File: src/rtl/thread_fetch_scheduler_if.sv
// Fetch-scheduler bus: hazard/enable/miss reports in, fetch grant and status out.
// THREAD_SCHED_PERF_EN adds the per-thread grant counters and idle-cycle counter.
interface thread_fetch_scheduler_if #(
  parameter int NUM_THREADS = 4,
  parameter int TID_WIDTH   = $clog2(NUM_THREADS)
);
  logic                   i_stall;
  logic [NUM_THREADS-1:0] i_thread_en;
  logic                   i_block_valid;
  logic [TID_WIDTH-1:0]   i_block_tid;
  logic                   i_unblock_valid;
  logic [TID_WIDTH-1:0]   i_unblock_tid;
  logic                   o_fetch_valid;
  logic [TID_WIDTH-1:0]   o_fetch_tid;
  logic [NUM_THREADS-1:0] o_blocked;
  logic                   o_idle;
`ifdef THREAD_SCHED_PERF_EN
  logic [NUM_THREADS*32-1:0] o_grant_count;
  logic [31:0]               o_idle_cycles;
`endif

  modport master (
    output i_stall, i_thread_en, i_block_valid, i_block_tid,
           i_unblock_valid, i_unblock_tid,
    input  o_fetch_valid, o_fetch_tid, o_blocked, o_idle
`ifdef THREAD_SCHED_PERF_EN
    , input o_grant_count, o_idle_cycles
`endif
  );

  modport slave (
    input  i_stall, i_thread_en, i_block_valid, i_block_tid,
           i_unblock_valid, i_unblock_tid,
    output o_fetch_valid, o_fetch_tid, o_blocked, o_idle
`ifdef THREAD_SCHED_PERF_EN
    , output o_grant_count, o_idle_cycles
`endif
  );
endinterface

File: src/rtl/thread_fetch_scheduler.sv
// Round-robin fetch-slot scheduler for the multithreaded core.
// Grants one thread per cycle for up to QUANTUM unstalled cycles, skipping
// disabled threads and threads blocked on an outstanding d-cache miss.
// Optional THREAD_SCHED_PERF_EN: per-thread grant counters and idle-cycle counter.

// One thread's miss-blocked bit; a same-cycle block beats the unblock.
module thread_block_cell (
  input  logic clk,
  input  logic rst_n,
  input  logic set,
  input  logic clr,
  output logic q,
  output logic q_next
);
  assign q_next = (q & ~clr) | set;

  // blocked bit follows its next value every edge, stall or not
  always_ff @(posedge clk or negedge rst_n) begin
    if (!rst_n) q <= 1'b0;
    else        q <= q_next;
  end
endmodule

module thread_fetch_scheduler #(
  parameter int NUM_THREADS = 4,
  parameter int TID_WIDTH   = $clog2(NUM_THREADS),
  parameter int QUANTUM     = 1
) (
  input logic                     clk,
  input logic                     rst_n,
  thread_fetch_scheduler_if.slave bus
);
  typedef enum logic {S_IDLE = 1'b0, S_RUN = 1'b1} state_e;

  state_e                 state_q, state_d;
  logic [TID_WIDTH-1:0]   fetch_tid_q, fetch_tid_d;
  logic [TID_WIDTH-1:0]   last_tid_q, last_tid_d;
  logic [3:0]             cnt_q, cnt_d;
  logic [NUM_THREADS-1:0] blk_set, blk_clr, blocked_q, blocked_d;
  logic [NUM_THREADS-1:0] eligible;
  logic [TID_WIDTH-1:0]   scan_base, scan_idx, pick_tid;

  // per-thread block/unblock decode
  for (genvar t = 0; t < NUM_THREADS; t++) begin : g_dec
    assign blk_set[t] = bus.i_block_valid   && (bus.i_block_tid   == TID_WIDTH'(t));
    assign blk_clr[t] = bus.i_unblock_valid && (bus.i_unblock_tid == TID_WIDTH'(t));
  end

  thread_block_cell u_blk [NUM_THREADS-1:0] (
    .clk    (clk),
    .rst_n  (rst_n),
    .set    (blk_set),
    .clr    (blk_clr),
    .q      (blocked_q),
    .q_next (blocked_d)
  );

  // uses next-cycle blocked state so a thread missing now is not granted next
  assign eligible = bus.i_thread_en & ~blocked_d;

  // Round-robin pick: first eligible thread after the base, base itself last.
  // While running, the base is the current owner (it becomes last_tid on rotation).
  always_comb begin
    scan_base = (state_q == S_RUN) ? fetch_tid_q : last_tid_q;
    scan_idx  = '0;
    pick_tid  = scan_base;
    for (int k = NUM_THREADS; k >= 1; k--) begin
      scan_idx = scan_base + TID_WIDTH'(k);
      if (eligible[scan_idx]) pick_tid = scan_idx;
    end
  end

  // state register
  always_ff @(posedge clk or negedge rst_n) begin
    if (!rst_n) state_q <= S_IDLE;
    else        state_q <= state_d;
  end

  // next state: idle only reacts to eligibility; run holds under stall
  always_comb begin
    state_d = state_q;
    case (state_q)
      S_IDLE:  if (|eligible) state_d = S_RUN;
      S_RUN:   if (!bus.i_stall && !(|eligible)) state_d = S_IDLE;
      default: state_d = S_IDLE;
    endcase
  end

  // grant datapath next values: keep, extend quantum, or rotate
  always_comb begin
    fetch_tid_d = fetch_tid_q;
    last_tid_d  = last_tid_q;
    cnt_d       = cnt_q;
    case (state_q)
      S_IDLE: begin
        if (|eligible) begin
          fetch_tid_d = pick_tid;
          cnt_d       = 4'd1;
        end
      end
      S_RUN: begin
        if (!bus.i_stall && (|eligible)) begin
          if (eligible[fetch_tid_q] && (cnt_q < 4'(QUANTUM))) begin
            cnt_d = cnt_q + 4'd1;
          end else begin
            last_tid_d  = fetch_tid_q;
            fetch_tid_d = pick_tid;
            cnt_d       = 4'd1;
          end
        end
      end
      default: ;
    endcase
  end

  // grant datapath registers
  always_ff @(posedge clk or negedge rst_n) begin
    if (!rst_n) begin
      fetch_tid_q <= '0;
      last_tid_q  <= TID_WIDTH'(NUM_THREADS - 1);
      cnt_q       <= '0;
    end else begin
      fetch_tid_q <= fetch_tid_d;
      last_tid_q  <= last_tid_d;
      cnt_q       <= cnt_d;
    end
  end

  // valid/idle come straight off the single-bit state flop
  assign bus.o_fetch_valid = (state_q == S_RUN);
  assign bus.o_idle        = (state_q == S_IDLE);
  assign bus.o_fetch_tid   = fetch_tid_q;
  assign bus.o_blocked     = blocked_q;

`ifdef THREAD_SCHED_PERF_EN
  logic [NUM_THREADS-1:0][31:0] grant_cnt;
  logic [31:0]                  idle_cnt;

  // count unstalled granted cycles per owner and cycles spent idle
  always_ff @(posedge clk or negedge rst_n) begin
    if (!rst_n) begin
      grant_cnt <= '0;
      idle_cnt  <= '0;
    end else begin
      if (!bus.i_stall && state_q == S_RUN)
        grant_cnt[fetch_tid_q] <= grant_cnt[fetch_tid_q] + 32'd1;
      if (state_q == S_IDLE)
        idle_cnt <= idle_cnt + 32'd1;
    end
  end

  assign bus.o_grant_count = grant_cnt;
  assign bus.o_idle_cycles = idle_cnt;
`endif
endmodule

File: src/flat_wrapper.sv
// flat-port wrapper written by rule: the top's interface ports become plain ports
module thread_fetch_scheduler_flat 
#(
  parameter int NUM_THREADS = 4,
  parameter int TID_WIDTH   = $clog2(NUM_THREADS),
  parameter int QUANTUM     = 1
)
  (clk, rst_n, bus_i_stall, bus_i_thread_en, bus_i_block_valid, bus_i_block_tid, bus_i_unblock_valid, bus_i_unblock_tid, bus_o_fetch_valid, bus_o_fetch_tid, bus_o_blocked, bus_o_idle);
  thread_fetch_scheduler_if #(.NUM_THREADS(NUM_THREADS), .TID_WIDTH(TID_WIDTH)) bus_i ();
  input logic clk;
  input logic rst_n;
  input wire logic [$bits(bus_i.i_stall)-1:0] bus_i_stall;
  input wire logic [$bits(bus_i.i_thread_en)-1:0] bus_i_thread_en;
  input wire logic [$bits(bus_i.i_block_valid)-1:0] bus_i_block_valid;
  input wire logic [$bits(bus_i.i_block_tid)-1:0] bus_i_block_tid;
  input wire logic [$bits(bus_i.i_unblock_valid)-1:0] bus_i_unblock_valid;
  input wire logic [$bits(bus_i.i_unblock_tid)-1:0] bus_i_unblock_tid;
  output wire logic [$bits(bus_i.o_fetch_valid)-1:0] bus_o_fetch_valid;
  output wire logic [$bits(bus_i.o_fetch_tid)-1:0] bus_o_fetch_tid;
  output wire logic [$bits(bus_i.o_blocked)-1:0] bus_o_blocked;
  output wire logic [$bits(bus_i.o_idle)-1:0] bus_o_idle;
  assign bus_i.i_stall = bus_i_stall;
  assign bus_i.i_thread_en = bus_i_thread_en;
  assign bus_i.i_block_valid = bus_i_block_valid;
  assign bus_i.i_block_tid = bus_i_block_tid;
  assign bus_i.i_unblock_valid = bus_i_unblock_valid;
  assign bus_i.i_unblock_tid = bus_i_unblock_tid;
  assign bus_o_fetch_valid = bus_i.o_fetch_valid;
  assign bus_o_fetch_tid = bus_i.o_fetch_tid;
  assign bus_o_blocked = bus_i.o_blocked;
  assign bus_o_idle = bus_i.o_idle;
  thread_fetch_scheduler #(.NUM_THREADS(NUM_THREADS), .TID_WIDTH(TID_WIDTH), .QUANTUM(QUANTUM)) u_core (.clk(clk), .rst_n(rst_n), .bus(bus_i));
endmodule
File: config.mk
export PLATFORM = sky130hd
export DESIGN_NAME = thread_fetch_scheduler_flat
export DESIGN_NICKNAME = d
export VERILOG_FILES = /design/src/rtl/thread_fetch_scheduler_if.sv /design/src/rtl/thread_fetch_scheduler.sv /design/src/flat_wrapper.sv
export SDC_FILE = /design/constraint.sdc
export NUM_CORES = 1
export LEC_CHECK = 0
export BUFFER_PORTS_ARGS = -buffer_cell sky130_fd_sc_hd__clkbuf_2
export CELL_PAD_IN_SITES_DETAIL_PLACEMENT = 0
export CELL_PAD_IN_SITES_GLOBAL_PLACEMENT = 1
export CORE_UTILIZATION = 44
export CTS_BUF_LIST = sky130_fd_sc_hd__clkbuf_4 sky130_fd_sc_hd__clkbuf_8
export DETAILED_ROUTE_END_ITERATION = 7
export PLACE_DENSITY_LB_ADDON = 0.1
export SLEW_MARGIN = 10
export SYNTH_ARGS = -nofsm -noshare
export SYNTH_HDL_FRONTEND = slang
export SYNTH_SLANG_ARGS = --single-unit
File: constraint.sdc
create_clock -name clk -period 3.1 [get_ports clk]
set_input_delay 0.155 -clock clk [delete_from_list [all_inputs] [get_ports clk]]
set_output_delay 0.155 -clock clk [all_outputs]
set_load 0.005 [all_outputs]
Word level (Yosys, flattened, before mapping)

Cells that the tools add are included.

Output and inout bits: 8
Word-level logic and storage cells: 84
Register bits: 13
Input port bits: 13

Bitwise gates (word level): 16
Muxes and demuxes: 23
Add/subtract/negate cells: 4
Magnitude comparators: 5
Reduce and logical (&&, ||, !) cells: 19
Equal/unequal tests: 9

Operators by type and width:

| cell                                                                   | number |
|---|---|
| 2-bit 2-to-1 mux                                                       | 7 |
| 2-bit by 3-bit < comparator with 1-bit output (second input constant)  | 4 |
| 4-bit 2-to-1 mux                                                       | 3 |
| 1-bit logical AND                                                      | 11 |
| 1-bit binary-select mux with 2-bit select                              | 4 |
| 2-bit equality test (second input constant)                            | 4 |
| 4-bit case mux with 2 select lines                                     | 1 |
| 1-bit 2-to-1 mux                                                       | 6 |
| 1-bit inverter                                                         | 6 |
| 3-bit AND reduction                                                    | 2 |
| 2-bit adder (second input constant)                                    | 2 |
| 4-bit by 1-bit adder with 4-bit output (second input constant)         | 1 |
| 1-bit bitwise AND                                                      | 4 |
| 4-bit bitwise AND                                                      | 1 |
| 2-bit by 1-bit equality test with 1-bit output (second input constant) | 2 |
| 2-bit logical NOT                                                      | 2 |
| 4-bit by 1-bit < comparator with 1-bit output (second input constant)  | 1 |
| 2-bit inequality test (second input constant)                          | 2 |
| 4-bit inverter                                                         | 1 |
| 1-bit bitwise OR                                                       | 4 |
| 2-bit case mux with 2 select lines                                     | 1 |
| 4-bit OR reduction                                                     | 1 |
| 2-bit by 1-bit adder with 2-bit output (second input constant)         | 1 |
| 1-bit logical NOT                                                      | 2 |
| other kinds (3)                                                        | 3 |

Logic depth before layout (Yosys ltp)

Depth in word-level cells: 15
Depth in mapped cells: 7
Mapped depth without buffers: 6

Hierarchy

A second synthesis with hierarchy kept.

Cell total of the unflattened synthesis: 74
Area, all modules: 793.3 sq um

By module, submodules not included:

| module                 | cells each | sequential area each (sq um) | instances | area an instance (sq um) |
|---|---|---|---|---|
| thread_fetch_scheduler | 62         | 227.7                        | 1         | 648.1 |
| thread_block_cell      | 3          | 25.0                         | 4         | 36.3 |

Least setup slack after synthesis

OpenSTA, ideal clock, no wires.

Kind: input to register
Start point: in bus_i_unblock_tid[0]
End point: reg u_core.last_tid_q[0]
Data required time: 3.018 ns
Path slack: 1.442 ns
Arrival: 1.576 ns
Buffers on the path: 0
Stages: 6
Setup time: 0.082 ns
Path through: or3b_1 -> a21boi_2 -> o211a_4 -> nor2_2 -> nor4_2 -> mux2_2

Cells in the longest elaborated chain, start to end: 12
Elaborated cells on any way between the ends: 29
Those cells by class: eq/ne: 3; mux: 2; bitwise: 15; reduce/logical: 9

Ends and longest elaborated chain:

| what                                                                   | line                          | text |
|---|---|---|
| start, declared                                                        | flat_wrapper.sv:17            | `input wire logic [$bits(bus_i.i_unblock_tid)-1:0] bus_i_unblock_tid;` |
| 2-bit by 1-bit equality test with 1-bit output (tied with other cells) | thread_fetch_scheduler.sv:46  | `assign blk_clr[t] = bus.i_unblock_valid && (bus.i_unblock_tid == TID_WIDTH'(t));` |
| 1-bit logical AND                                                      | thread_fetch_scheduler.sv:46  |  |
| 1-bit inverter                                                         | thread_fetch_scheduler.sv:15  | `assign q_next = (q & ~clr) \| set;` |
| 1-bit bitwise AND                                                      | thread_fetch_scheduler.sv:15  |  |
| 1-bit bitwise OR                                                       | thread_fetch_scheduler.sv:15  |  |
| 4-bit inverter *                                                       | thread_fetch_scheduler.sv:59  | `assign eligible = bus.i_thread_en & ~blocked_d;` |
| 4-bit bitwise AND *                                                    | thread_fetch_scheduler.sv:59  |  |
| 1-bit binary-select mux with 2-bit select                              | thread_fetch_scheduler.sv:103 | `if (eligible[fetch_tid_q] && (cnt_q < 4'(QUANTUM))) begin` |
| 1-bit 2-to-1 mux (not written as such)                                 | thread_fetch_scheduler.sv:103 |  |
| 1-bit logical AND                                                      | thread_fetch_scheduler.sv:103 |  |
| 1-bit inverter (no source line)                                        | -                             |  |
| 3-bit AND reduction (no source line) *                                 | -                             |  |
| end signal, assigned                                                   | thread_fetch_scheduler.sv:120 | `last_tid_q <= TID_WIDTH'(NUM_THREADS - 1);` |
| end signal, assigned                                                   | thread_fetch_scheduler.sv:124 | `last_tid_q <= last_tid_d;` |
| end, declared                                                          | thread_fetch_scheduler.sv:37  | `logic [TID_WIDTH-1:0] last_tid_q, last_tid_d;` |

Every way passes the cells marked *; elsewhere a longest branch is shown, timed or not. The select of a mux whose other input is x is not followed.
A chain may end at the register's enable or synchronous reset.

Worst setup path in the final report

Start point: reg u_core.u_blk[1].q
End point: reg u_core.fetch_tid_q[0], in the netlist u_core.bus.o_fetch_tid[0]

Cells in the longest elaborated chain, start to end: 12
Elaborated cells on any way between the ends: 26
Those cells by class: eq/ne: 3; mux: 15; bitwise: 4; reduce/logical: 4

Ends and longest elaborated chain:

| what                                      | line                          | text |
|---|---|---|
| start, declared                           | thread_fetch_scheduler.sv:12  | `output logic q,` |
| start signal, assigned                    | thread_fetch_scheduler.sv:20  | `else q <= q_next;` |
| 1-bit bitwise AND *                       | thread_fetch_scheduler.sv:15  |  |
| 1-bit bitwise OR *                        | thread_fetch_scheduler.sv:15  |  |
| 4-bit inverter *                          | thread_fetch_scheduler.sv:59  |  |
| 4-bit bitwise AND *                       | thread_fetch_scheduler.sv:59  |  |
| 1-bit binary-select mux with 2-bit select | thread_fetch_scheduler.sv:69  | `if (eligible[scan_idx]) pick_tid = scan_idx;` |
| 1-bit 2-to-1 mux (not written as such)    | thread_fetch_scheduler.sv:69  |  |
| 2-bit 2-to-1 mux (3 in series)            | thread_fetch_scheduler.sv:69  |  |
| 2-bit 2-to-1 mux                          | thread_fetch_scheduler.sv:103 |  |
| 2-bit 2-to-1 mux                          | thread_fetch_scheduler.sv:102 | `if (!bus.i_stall && (\|eligible)) begin` |
| 2-bit case mux with 2 select lines        | thread_fetch_scheduler.sv:94  | `case (state_q)` |
| end signal, assigned                      | thread_fetch_scheduler.sv:123 | `fetch_tid_q <= fetch_tid_d;` |
| end, declared                             | thread_fetch_scheduler.sv:36  | `logic [TID_WIDTH-1:0] fetch_tid_q, fetch_tid_d;` |

Marked as above.

==> results.tsv <==
metric	value	unit
cts_hold_buf	1	
drive_gt1_share	37.0	%
area_growth	15.6	%
outcome	completed	
crit_path_start_kind	flop	
maxSlewHeadroom	59.7	%
design_area	1010	sq um
gp_congestion	0.776	
fin_tns_setup	0	ns
grt_first_pass_wirelength	2750	um
met2_usage	28.3	%
ys_types	39	
setup_violations	0	
die_h	46.6	um
syn_area_per_cell	9.94	sq um
power	0.593	mW
yosysTopAreaCellShare	31.5	%
synthCells	88	
place_area	971	sq um
port_buffers	20	
clock_power_share	19.2	%
drtPass1Iterations	4	
maxCapViolations	0	
cts_resized	0	
hold_depth	3	
dp.cells	128	
clockBufferDepth	2	
routed_via_density	5.43	
rsz0062_at_grt	no	
first_iter_violations	24	
synth_ff_type	dfrtp_1	
clk_pin_slew	0.08	ns
ys_seq_elements	13	
grt_max_degree	14	
htree_levels	1	
die_width	46.6	um
antenna_found_initial	0	
rr_worst_depth	6	
vdd_drop_max	0.000334	V
route.vias.total	722	
drc	0	
use_met1	24.4	%
path_max_fanout	4	
wl	1700	um
p_seq_share	43.9	%
p_leak	0.485	nW
swShare	35.0	%
root_buffer	clkbuf_4	
power_switching	0.208	mW
powerDensity	587	nW/um^2
grt_pass1_vias	633	
n_antenna_cell	0	
synthArstFlopShare	100	%
end_kind	flop	
power_frac_comb	36.9	%
syn_area	875	sq um
postCtsSetupBuffers	0	
finalMaxSlewViolations	0	
grt.met3_usage	4.71	%
track_usage	18.7	%
tightest_slew	0.600	ns
worstPathArrival	1.99	ns
dieArea	2170	sq um
instances_no_fill	133	
intPower	0.385	mW
timing.reg2reg.setup_slack	1.26	ns
worstPathRequired	3.26	ns
cts_sinks	13	
synth_top_cell_by_area	dfrtp_1	
core-area	1800	sq um
wl_per_cell	12.8	um
drtAntennaViolNets	0	
cts_tree	done	
cts_buffers	3	
initial_core_util	48.5	%
hp-class	input pin to flop	
fin_crit	1.84	ns
overflow	0	
synth_area_leaders	dfrtp_1, dfstp_2, mux2_2, a211oi_2, mux2i_1	
ys.warnings.count	0	
synth_fp_nets	103	
fin_worst_skew	0.00700	ns
io_pins	21	
nets	124	
post-route-period-util	59.2	%
clkLatencyLatePin	0.27	ns
rows	15	
path_class	flop to flop	
synth_edf_count	0	
hold_viol	0	
seq_area_frac_synth	37.5	%
place_hpwl	1320	um
fmax	545	MHz
gr-max-usage-layer	met2	
==> power by group through the flow <==
| stage | Combinational (mW) | Sequential (mW) | Clock [mW] |
|---|---|---|---|
| floorplan | 0.169 | 0.250 | 0 |
| detailed placement | 0.215 | 0.264 | 0 |
| CTS | 0.219 | 0.261 | 0.120 |
| finish | 0.219 | 0.261 | 0.114 |
| global placement | 0.216 | 0.263 | 0 |
| global route | 0.241 | 0.267 | 0.130 |
==> per-layer routing <==
metal / share of wire, % / vias up
met4: 0.70 / 0
met1: 49 / 346
li1: - / 363
met2: 47 / 11
met5: 0 / -
met3: 3.1 / 2
==> flip-flops by register name, indices dropped and copies added (netlist names) <==
name	flops
u_core.bus.o_fetch_tid	2
u_core.cnt_q	4
u_core.u_blk.q	4
u_core.bus.o_fetch_valid	1
u_core.last_tid_q	2
==> synthesized netlist by cell type, types with 2 or more instances <==
library cell and instances:
inv_1 8, nor2_1 4, mux2_2 4, nand2_1 5, a21oi_1 5, a21o_1 3
buf_4 4, o21ai_0 2, a211oi_2 3, dfrtp_1 11, and2_1 3, a32o_1 2
dfstp_2 2, ha_1 2, mux2i_1 3, and3_1 2, nand3_1 2, nand3b_1 2
==> final cells by class <==
| type | count | area, sq um |
|---|---|---|
| flip-flops and latches | 13 | 328 |
| multi-input cells | 62 | 482 |
| fillers | 169 | 791 |
| repair buffers | 21 | 110 |
| clock buffers | 4 | 30.0 |
| inverters | 8 | 30.0 |
| well taps | 25 | 31.3 |
==> worst max-delay path: stages (launching register included) <==
cell	delay, ns
dfrtp_1	0.36
nand2b_1	0.12
o31ai_1	0.14
a221oi_1	0.35
a211oi_2	0.09
a21oi_1	0.28
mux2_2	0.37
==> layout by cell type (no fill, tap or decap), drive strengths merged, types with 2 or more instances in the layout <==
cell type / Yosys / routed
inv: 8 / 8
mux2i: 3 / 3
a32o: 2 / 2
nor3b: 2 / 2
o21ai: 3 / 3
nor2: 5 / 5
and2: 3 / 3
nand2: 5 / 5
nand3: 2 / 2
a211oi: 3 / 3
dfstp: 2 / 2
nand3b: 2 / 2
mux2: 4 / 4
clkbuf: 0 / 24
ha: 2 / 2
a21o: 3 / 3
dfrtp: 11 / 11
and3: 2 / 2
a21oi: 5 / 5
==> metrics by stage <==
step,hold slack (ns),worst slack (ns),util [%]
floorplan,-0.141,1.44,-
global placement,0.0752,1.10,53.9
detailed placement,0.0797,1.12,53.9
CTS,0.181,1.27,56.1
global route,0.171,1.15,56.1
finish,0.194,1.26,56.1
==> final timing paths <==
path                                        start                         to
max in group asynchronous                   rst_n       u_core.last_tid_q[1]
worst max-delay path            u_core.u_blk[1].q  u_core.bus.o_fetch_tid[0]
min in group asynchronous                   rst_n          u_core.u_blk[1].q
worst min-delay path                  bus_i_stall   u_core.bus.o_fetch_valid
worst max register to register  u_core.u_blk[1].q  u_core.bus.o_fetch_tid[0]
worst min register to register    u_core.cnt_q[0]            u_core.cnt_q[0]
==> kinds of logic after synthesis <==
family                   synth area share (%)
flip-flops                               37.5
adder cells (fa/ha/maj)                  2.86
multiplexers                             8.58
AND/OR/NAND/NOR                          20.0
buffers and inverters                    7.44
AO/OA/AOI/OAI                            23.6
Power figures use the tool's default switching activity.
